==> src/rtl/uart_pkg.sv <==
// Shared definitions for the buffered UART transmitter: parity modes,
// framing FSM state encoding and a counter-width helper.
package uart_pkg;

  localparam int PARITY_NONE = 0;
  localparam int PARITY_EVEN = 1;
  localparam int PARITY_ODD  = 2;

  typedef enum logic [2:0] {
    ST_IDLE   = 3'd0,
    ST_START  = 3'd1,
    ST_DATA   = 3'd2,
    ST_PARITY = 3'd3,
    ST_STOP   = 3'd4
  } tx_state_t;

  // Bits needed to hold values 0..n-1; never narrower than one bit.
  function automatic int cnt_width(input int n);
    return (n > 1) ? $clog2(n) : 1;
  endfunction

endpackage

==> src/rtl/sync_fifo.sv <==
// Single-clock FIFO with registered occupancy flags; the head word is
// readable combinationally so the consumer can pop and use it on one edge.
module sync_fifo
  import uart_pkg::*;
#(
  parameter int WIDTH = 8,
  parameter int DEPTH = 8
) (
  input  logic                     clk,
  input  logic                     rst,
  input  logic                     wr_en,
  input  logic [WIDTH-1:0]         wr_data,
  input  logic                     rd_en,
  output logic [WIDTH-1:0]         rd_data,
  output logic                     full,
  output logic                     empty,
  output logic [$clog2(DEPTH):0]   count
);

  localparam int AW = cnt_width(DEPTH);
  localparam int CW = $clog2(DEPTH) + 1;
  localparam logic [CW-1:0] DEPTH_C = CW'(DEPTH);

  logic [WIDTH-1:0] r_mem [DEPTH];
  logic [AW-1:0]    r_wr_ptr;
  logic [AW-1:0]    r_rd_ptr;
  logic [CW-1:0]    r_count;
  logic [CW-1:0]    w_count_next;
  logic             r_full;
  logic             r_empty;
  logic             w_push;
  logic             w_pop;

  assign w_push = wr_en && !r_full;
  assign w_pop  = rd_en && !r_empty;

  always_comb begin
    w_count_next = r_count;
    if (w_push && !w_pop) begin
      w_count_next = r_count + 1'b1;
    end else if (w_pop && !w_push) begin
      w_count_next = r_count - 1'b1;
    end
  end

  // DEPTH is a power of two, so the pointers wrap by plain overflow.
  always_ff @(posedge clk) begin
    if (!rst) begin
      r_wr_ptr <= '0;
      r_rd_ptr <= '0;
      r_count  <= '0;
      r_full   <= 1'b0;
      r_empty  <= 1'b1;
    end else begin
      if (w_push) begin
        r_wr_ptr <= r_wr_ptr + 1'b1;
      end
      if (w_pop) begin
        r_rd_ptr <= r_rd_ptr + 1'b1;
      end
      r_count <= w_count_next;
      r_full  <= (w_count_next == DEPTH_C);
      r_empty <= (w_count_next == '0);
    end
  end

  always_ff @(posedge clk) begin
    if (w_push) begin
      r_mem[r_wr_ptr] <= wr_data;
    end
  end

  assign rd_data = r_mem[r_rd_ptr];
  assign full    = r_full;
  assign empty   = r_empty;
  assign count   = r_count;

endmodule

==> src/rtl/uart_tx_fifo.sv <==
// Buffered UART transmitter: a FIFO absorbs pushed words and a framing FSM
// serialises them back-to-back with optional parity and 1 or 2 stop bits.
module uart_tx_fifo
  import uart_pkg::*;
#(
  parameter int DATA_BITS    = 8,
  parameter int CLKS_PER_BIT = 4,
  parameter int FIFO_DEPTH   = 8,
  parameter int PARITY_MODE  = 0,
  parameter int STOP_BITS    = 1
) (
  input  logic                          clk,
  input  logic                          rst,
  input  logic                          wr_en,
  input  logic [DATA_BITS-1:0]          wr_data,
  input  logic                          clr_overflow,
  output logic                          full,
  output logic                          empty,
  output logic [$clog2(FIFO_DEPTH):0]   count,
  output logic                          overflow,
  output logic                          serial,
  output logic                          active,
  output logic                          done
);

  localparam int CW = cnt_width(CLKS_PER_BIT);
  localparam int BW = cnt_width(DATA_BITS);
  localparam logic [CW-1:0] CLK_LAST  = CW'(CLKS_PER_BIT - 1);
  localparam logic [BW-1:0] DATA_LAST = BW'(DATA_BITS - 1);
  localparam logic [BW-1:0] STOP_LAST = BW'(STOP_BITS - 1);
  localparam bit   HAS_PARITY = (PARITY_MODE != PARITY_NONE);
  localparam logic PARITY_INV = (PARITY_MODE == PARITY_ODD);

  tx_state_t            r_state;
  tx_state_t            w_state_next;
  logic [CW-1:0]        r_clk_cnt;
  logic [CW-1:0]        w_clk_cnt_next;
  logic [BW-1:0]        r_bit_idx;
  logic [BW-1:0]        w_bit_idx_next;
  logic [DATA_BITS-1:0] r_shift;
  logic [DATA_BITS-1:0] w_shift_next;
  logic                 r_parity;
  logic                 w_parity_next;
  logic                 r_serial;
  logic                 w_serial_next;
  logic                 r_active;
  logic                 r_done;
  logic                 w_done_next;
  logic                 r_overflow;
  logic                 w_pop;
  logic                 w_bit_end;
  logic [DATA_BITS-1:0] w_fifo_data;
  logic                 w_fifo_full;
  logic                 w_fifo_empty;

  sync_fifo #(
    .WIDTH (DATA_BITS),
    .DEPTH (FIFO_DEPTH)
  ) u_fifo (
    .clk     (clk),
    .rst     (rst),
    .wr_en   (wr_en),
    .wr_data (wr_data),
    .rd_en   (w_pop),
    .rd_data (w_fifo_data),
    .full    (w_fifo_full),
    .empty   (w_fifo_empty),
    .count   (count)
  );

  assign w_bit_end = (r_clk_cnt == CLK_LAST);

  always_comb begin
    w_state_next   = r_state;
    w_clk_cnt_next = r_clk_cnt;
    w_bit_idx_next = r_bit_idx;
    w_shift_next   = r_shift;
    w_parity_next  = r_parity;
    w_serial_next  = r_serial;
    w_done_next    = 1'b0;
    w_pop          = 1'b0;

    case (r_state)
      ST_IDLE: begin
        w_serial_next = 1'b1;
        if (!w_fifo_empty) begin
          w_pop          = 1'b1;
          w_state_next   = ST_START;
          w_clk_cnt_next = '0;
          w_bit_idx_next = '0;
          w_shift_next   = w_fifo_data;
          w_parity_next  = (^w_fifo_data) ^ PARITY_INV;
          w_serial_next  = 1'b0;
        end
      end

      ST_START: begin
        if (w_bit_end) begin
          w_state_next   = ST_DATA;
          w_clk_cnt_next = '0;
          w_bit_idx_next = '0;
          w_serial_next  = r_shift[0];
          w_shift_next   = r_shift >> 1;
        end else begin
          w_clk_cnt_next = r_clk_cnt + 1'b1;
        end
      end

      ST_DATA: begin
        if (w_bit_end) begin
          w_clk_cnt_next = '0;
          if (r_bit_idx == DATA_LAST) begin
            w_bit_idx_next = '0;
            if (HAS_PARITY) begin
              w_state_next  = ST_PARITY;
              w_serial_next = r_parity;
            end else begin
              w_state_next  = ST_STOP;
              w_serial_next = 1'b1;
            end
          end else begin
            w_bit_idx_next = r_bit_idx + 1'b1;
            w_serial_next  = r_shift[0];
            w_shift_next   = r_shift >> 1;
          end
        end else begin
          w_clk_cnt_next = r_clk_cnt + 1'b1;
        end
      end

      ST_PARITY: begin
        if (w_bit_end) begin
          w_state_next   = ST_STOP;
          w_clk_cnt_next = '0;
          w_bit_idx_next = '0;
          w_serial_next  = 1'b1;
        end else begin
          w_clk_cnt_next = r_clk_cnt + 1'b1;
        end
      end

      ST_STOP: begin
        if (w_bit_end) begin
          w_clk_cnt_next = '0;
          if (r_bit_idx == STOP_LAST) begin
            w_done_next    = 1'b1;
            w_bit_idx_next = '0;
            // Queued data chains straight into the next start bit.
            if (!w_fifo_empty) begin
              w_pop         = 1'b1;
              w_state_next  = ST_START;
              w_shift_next  = w_fifo_data;
              w_parity_next = (^w_fifo_data) ^ PARITY_INV;
              w_serial_next = 1'b0;
            end else begin
              w_state_next  = ST_IDLE;
              w_serial_next = 1'b1;
            end
          end else begin
            w_bit_idx_next = r_bit_idx + 1'b1;
          end
        end else begin
          w_clk_cnt_next = r_clk_cnt + 1'b1;
        end
      end

      default: begin
        w_state_next  = ST_IDLE;
        w_serial_next = 1'b1;
      end
    endcase
  end

  always_ff @(posedge clk) begin
    if (!rst) begin
      r_state    <= ST_IDLE;
      r_clk_cnt  <= '0;
      r_bit_idx  <= '0;
      r_shift    <= '0;
      r_parity   <= 1'b0;
      r_serial   <= 1'b1;
      r_active   <= 1'b0;
      r_done     <= 1'b0;
      r_overflow <= 1'b0;
    end else begin
      r_state   <= w_state_next;
      r_clk_cnt <= w_clk_cnt_next;
      r_bit_idx <= w_bit_idx_next;
      r_shift   <= w_shift_next;
      r_parity  <= w_parity_next;
      r_serial  <= w_serial_next;
      r_active  <= (w_state_next != ST_IDLE);
      r_done    <= w_done_next;
      // A dropped push outranks a simultaneous clear.
      if (wr_en && w_fifo_full) begin
        r_overflow <= 1'b1;
      end else if (clr_overflow) begin
        r_overflow <= 1'b0;
      end
    end
  end

  assign full     = w_fifo_full;
  assign empty    = w_fifo_empty;
  assign overflow = r_overflow;
  assign serial   = r_serial;
  assign active   = r_active;
  assign done     = r_done;

endmodule

==> config.mk <==
export PLATFORM = sky130hd
export DESIGN_NAME = uart_tx_fifo
export DESIGN_NICKNAME = d
export VERILOG_FILES = /design/src/rtl/uart_pkg.sv /design/src/rtl/sync_fifo.sv /design/src/rtl/uart_tx_fifo.sv
export SDC_FILE = /design/constraint.sdc
export NUM_CORES = 1
export LEC_CHECK = 0
export ABC_AREA = 1
export ABC_CLOCK_PERIOD_IN_PS = 3900
export BUFFER_PORTS_ARGS = -buffer_cell sky130_fd_sc_hd__buf_2
export CORE_MARGIN = 2
export CORE_UTILIZATION = 45
export CTS_BUF_LIST = sky130_fd_sc_hd__clkbuf_4
export DETAILED_ROUTE_END_ITERATION = 16
export GPL_TIMING_DRIVEN = 0
export PLACE_DENSITY = 0.66
export SYNTH_ARGS = -nofsm -noshare
export SYNTH_HDL_FRONTEND = slang
export SYNTH_SLANG_ARGS = --single-unit
==> constraint.sdc <==
create_clock -name clk -period 3.9 [get_ports clk]
set_input_delay 0.585 -clock clk [delete_from_list [all_inputs] [get_ports clk]]
set_output_delay 0.585 -clock clk [all_outputs]
set_load 0.01 [all_outputs]
## After elaboration in Yosys (flattened, before gate mapping)

Memories as Yosys holds them, arrays and structs flattened. A register that Yosys moved wholly into a read port is not among the register bits.
Cells that the tools add are included.

| storage, ports and cells | value |
|---|---|
| register bits after elaboration | 32 |
| memory bits (writable) | 64 |
| bits of input ports | 12 |
| output and inout port bits | 10 |
| logic and storage cells | 106 |
| memories | 1 |

| operators by class | value |
|---|---|
| add/sub/neg operators | 6 |
| eq/ne operators | 15 |
| mux-type cells | 47 |
| reduce and logical (&&, ||, !) cells | 24 |

Memory list:

| name | depth | bits a word | rd ports | clocked after Yosys merged registers in | wr ports | RTL line | text |
|---|---|---|---|---|---|---|---|
| u_fifo.r_mem | 8 | 8 | 1 | 1 | 1 | sync_fifo.sv:24 | `logic [WIDTH-1:0] r_mem [DEPTH];` |

Operator list:

| kind | number |
|---|---|
| 8-bit two-way mux | 6 |
| 3-bit two-way mux | 15 |
| 8-bit one-hot mux with 4 select lines | 1 |
| 1-bit two-way mux | 16 |
| 3-bit one-hot mux with 5 select lines | 1 |
| 2-bit inequality test (second input constant) | 7 |
| 3-bit one-hot mux with 4 select lines | 1 |
| 5-bit AND reduction | 2 |
| 3-bit by 1-bit adder with 3-bit output (second input constant) | 3 |
| 4-bit two-way mux | 2 |
| 4-bit nonzero test | 2 |
| 3-bit by 2-bit equality test with 1-bit output (second input constant) | 2 |
| 3-bit equality test (second input constant) | 2 |
| 3-bit logical NOT | 2 |
| 6-bit AND reduction | 1 |
| 1-bit logical AND | 5 |
| 1-bit one-hot mux with 5 select lines | 1 |
| 4-bit by 1-bit adder with 4-bit output (second input constant) | 1 |
| 4-bit equality test (second input constant) | 1 |
| 1-bit logical NOT | 4 |
| 4-bit logical NOT | 1 |
| 2-bit two-way mux | 2 |
| 2-bit one-hot mux with 2 select lines | 1 |
| 2-bit nonzero test | 2 |
| other kinds (11) | 11 |

## Longest topological paths before layout

| depth | value |
|---|---|
| depth in word-level cells | 9 |
| mapped depth | 13 |

## Hierarchy

Synthesis repeated with hierarchy kept, for this count alone.

| second synthesis, totals | value |
|---|---|
| cells, all modules | 481 |
| area, all modules | 4411.7 um^2 |

By module, submodules not included:

| module | instances | cells an instance | area an instance (um^2) | seq. area each (um^2) |
|---|---|---|---|---|
| sync_fifo | 1 | 301 | 3249.4 | 2222.1 |
| uart_tx_fifo | 1 | 180 | 1162.4 | 400.4 |

## Worst setup path after synthesis

OpenSTA, ideal clock, no wires.

| timing path | value |
|---|---|
| kind | input to register |
| from | input port wr_en |
| to | memory u_fifo.r_mem[1][0], enable pin |
| library setup time | 0.370 ns |
| arrival | 1.515 ns |
| setup slack | 2.015 ns |
| stages | 6 |
| buffers on the path | 0 |
| path through | inv_1 nor2_2 inv_1 nor2_1 inv_1 nor2_1 |

| between the ends | value |
|---|---|
| word-level cells in the longest chain between the ends | 3 |

Ends and longest elaborated chain:

| item | RTL line | text |
|---|---|---|
| start, declared | uart_tx_fifo.sv:14 | `input logic wr_en,` |
| 1-bit logical AND | sync_fifo.sv:34 | `assign w_push = wr_en && !r_full;` |
| 1-bit two-way mux | sync_fifo.sv:68 | `if (w_push) begin` |
| 1-bit two-way mux (not written as such) | sync_fifo.sv:69 | `r_mem[r_wr_ptr] <= wr_data;` |
| end, declared | sync_fifo.sv:24 |  |

Every way passes these cells.

## Final worst setup path

| timing path | value |
|---|---|
| from | register u_fifo.r_full, in the netlist u_fifo.full |
| to | memory u_fifo.r_mem[5][0], enable pin |

| between the ends | value |
|---|---|
| word-level cells in the longest chain between the ends | 4 |

Ends and longest elaborated chain:

| item | RTL line | text |
|---|---|---|
| start, declared | sync_fifo.sv:29 | `logic r_full;` |
| start signal, assigned | sync_fifo.sv:62 | `r_full <= (w_count_next == DEPTH_C);` |
| 1-bit logical NOT | sync_fifo.sv:34 |  |
| 1-bit logical AND | sync_fifo.sv:34 |  |
| 1-bit two-way mux | sync_fifo.sv:68 |  |
| 1-bit two-way mux (not written as such) | sync_fifo.sv:69 |  |

Every way passes these cells.

==> results.txt <==
GP Congestion -> 0.850
Pleak -> 0.00186 µW
Filler cell count -> 860
Yosys cell types -> 35
ANT cells -> 0
Initial core utilization -> 45.6%
WL final -> 8.62 mm
Synthesized instance count -> 456
Clock transition at path regs -> 160 ps
Number of DRC markers in iteration 0 -> 260
IO Pins -> 22
RSZ-0062 raised after global routing -> no
Most common cell after layout, fill and taps aside -> nor2_1
ANT nets after route -> 0
Clock tree buffer depth -> 2
Area of the multi-input gates -> 1500 µm²
Mapped Nets -> 476
Startpoint Class -> flop
Mapped Avg Cell Area -> 9.60 µm²
Mapped Area -> 4380 µm²
Hold Buf Count CTS -> 0
Initial antenna violation count -> 0
H-tree depth -> 3
Vias per std cell -> 4.95
Drt wl/cell -> 13.8 µm
Residual DRC count -> 0
Critical path type -> flop to flop
Pwr Density -> 603 nW/µm²
Final net count -> 507
Sequential share of the synthesized area -> 59.9%
Fraction of layout cells with a size suffix above 1 -> 12.2%
GRT Total Usage -> 17.5%
Max Fclk -> 479 MHz
Pin count of the biggest net entering global routing -> 20
Commonest non-fill, non-tap cells in the layout -> 82 x nor2_1, 68 x nand2_1, 64 x edfxtp_1
Layout area overhead -> 9.74%
Clock sink count -> 99
Final hold vios -> 0
Crit path DAT -> 2180 ps
Core Footprint -> 9590 µm²
CTS tree -> yes
Maximum VDD drop -> 0.000304 V
First-pass GRT wire length -> 14.0 mm
Status -> completed
Rows -> 36
DR vias -> 3,091
Synth warn -> 0
Final setup vio count -> 0
Root buf cell -> clkbuf_4
Worst-Margin Slew -> 860 ps
DIE WIDTH -> 103 µm
WP data required -> 4000 ps
Setup TNS Final -> 0 ps
Chip height -> 103 µm
Vias in the first global route -> 2,822
PnR worst setup slack -> 1810 ps
Minimum clock period -> 2090 ps
CP max FO -> 8
Die Area -> 10,500 µm²
FF+latch count, synth -> 99
Port buffer count -> 20
Slew Limit Headroom -> 42.4%
Total CTS buffers -> 9
Clock Skews -> 26.2 ps
Crit share post-route -> 53.5%
Critical path endpoint category -> flop
CTS resizes -> 0
Global route overflow -> 0
# Max-Cap Violations -> 0
Detailed Routing Iterations Pass 1 -> 4
FF/Latch Area -> 2620 µm²
Final max-slew violation count -> 0
Place WS -> 1410 ps
Setup Fix Bufs, Post-CTS -> 0
Hpwl dp -> 5.99 mm
Clk Latency, worst-skew pair -> 460 ps
Worst Hold Class -> input pin to flop
## area by class of cell
cell class,instances,area share [%]
clock buffer,9,1.41
inverter,42,3.33
clock inverter,7,1.93
sequential,99,54.6
tap,133,3.46
multi-input combinational,299,31.2
timing repair buffer,20,2.08
buffer,16,2.06
## cell usage after synthesis (all sizes together)
cell type,n,area share [%]
a21oi,28,3.5
and3,1,0.14
buf,3,0.89
clkbuf,13,1.4
dfxtp,35,16
edfxtp,64,44
ha,8,2.3
inv,42,3.7
nand2,71,6.5
nand3,25,3.7
nand3b,1,0.17
nand4,3,0.43
nor2,84,7.4
nor3,7,0.80
o21a,8,1.4
o21ai,59,6.7
o22ai,3,0.89
xor2,1,0.20
## flip-flops by register name, indices dropped and copies added, names as in the netlist, named ones only
| register | flops |
|---|---|
| u_fifo.r_mem | 64 |
| r_shift | 8 |
| u_fifo.count | 4 |
| r_bit_idx | 3 |
| r_state | 3 |
| u_fifo.r_rd_ptr | 3 |
| u_fifo.r_wr_ptr | 3 |
| r_clk_cnt | 2 |
| active | 1 |
| done | 1 |
| overflow | 1 |
| serial | 1 |
| u_fifo.empty | 1 |
| u_fifo.full | 1 |
## metrics by stage
| step | util (%) | area (µm²) | hold WS [ps] | std cells | total power [µW] |
|---|---|---|---|---|---|
| 4_1_cts | 50.1 | 4810 | 359 | 625 | 2910 |
| 5_1_grt | 50.1 | 4810 | 375 | 625 | 3120 |
| 3_3_place_gp | 48.4 | 4650 | 444 | 609 | 2290 |
| 2_1_floorplan | - | 4380 | 443 | 456 | 2060 |
| 3_5_place_dp | 48.4 | 4650 | 457 | 609 | 2320 |
| 6_report | 50.1 | 4810 | 379 | 625 | 2900 |
## routing by layer
layer  track usage [%]  share of wire, %
met5                 0                 0
met4              7.08               1.3
met3              4.00               3.4
met2              26.3                46
met1              24.7                50
## worst max-delay path, cell delays in order, from the launching register on
cell and delay (ps):
dfxtp_1 360, nor2_2 290, inv_1 220, nor2_1 140, inv_1 80, nor2_1 660
## kinds of logic (layout without fill, tap and decap cells)
group | count (synthesis) | after routing | share of synthesized area [%]
and+or+nand+nor | 192 | 192 | 19.2
xor gates and xnor gates | 1 | 1 | 0.200
adders and majority gates | 8 | 8 | 2.29
AOI/OAI and AO/OA | 98 | 98 | 12.5
buffers and inverters | 58 | 94 | 5.91
DFF | 99 | 99 | 59.9
## where the power goes
group          internal, µW  total (µW)  switching [µW]  leakage, µW
logic                   334         962             628     0.000901
clock network           216         601             385    0.0000880
registers              1240        1330            88.6     0.000868
total                  1790        2900            1100      0.00186
## final timing paths
check | startpoint | end | slack [ps] | cells after the start
worst min register to register | r_clk_cnt[1]$_SDFFE_PN0P_ | r_clk_cnt[1]$_SDFFE_PN0P_ | 480 | 2
worst max register to register | u_fifo.full$_SDFF_PN0_ | u_fifo.r_mem[5][0]$_DFFE_PP_ | 1810 | 5
worst min-delay path | clr_overflow | overflow$_SDFFE_PN0P_ | 380 | 4
worst max-delay path | u_fifo.full$_SDFF_PN0_ | u_fifo.r_mem[5][0]$_DFFE_PP_ | 1810 | 5
Power figures use the tool's default switching activity.
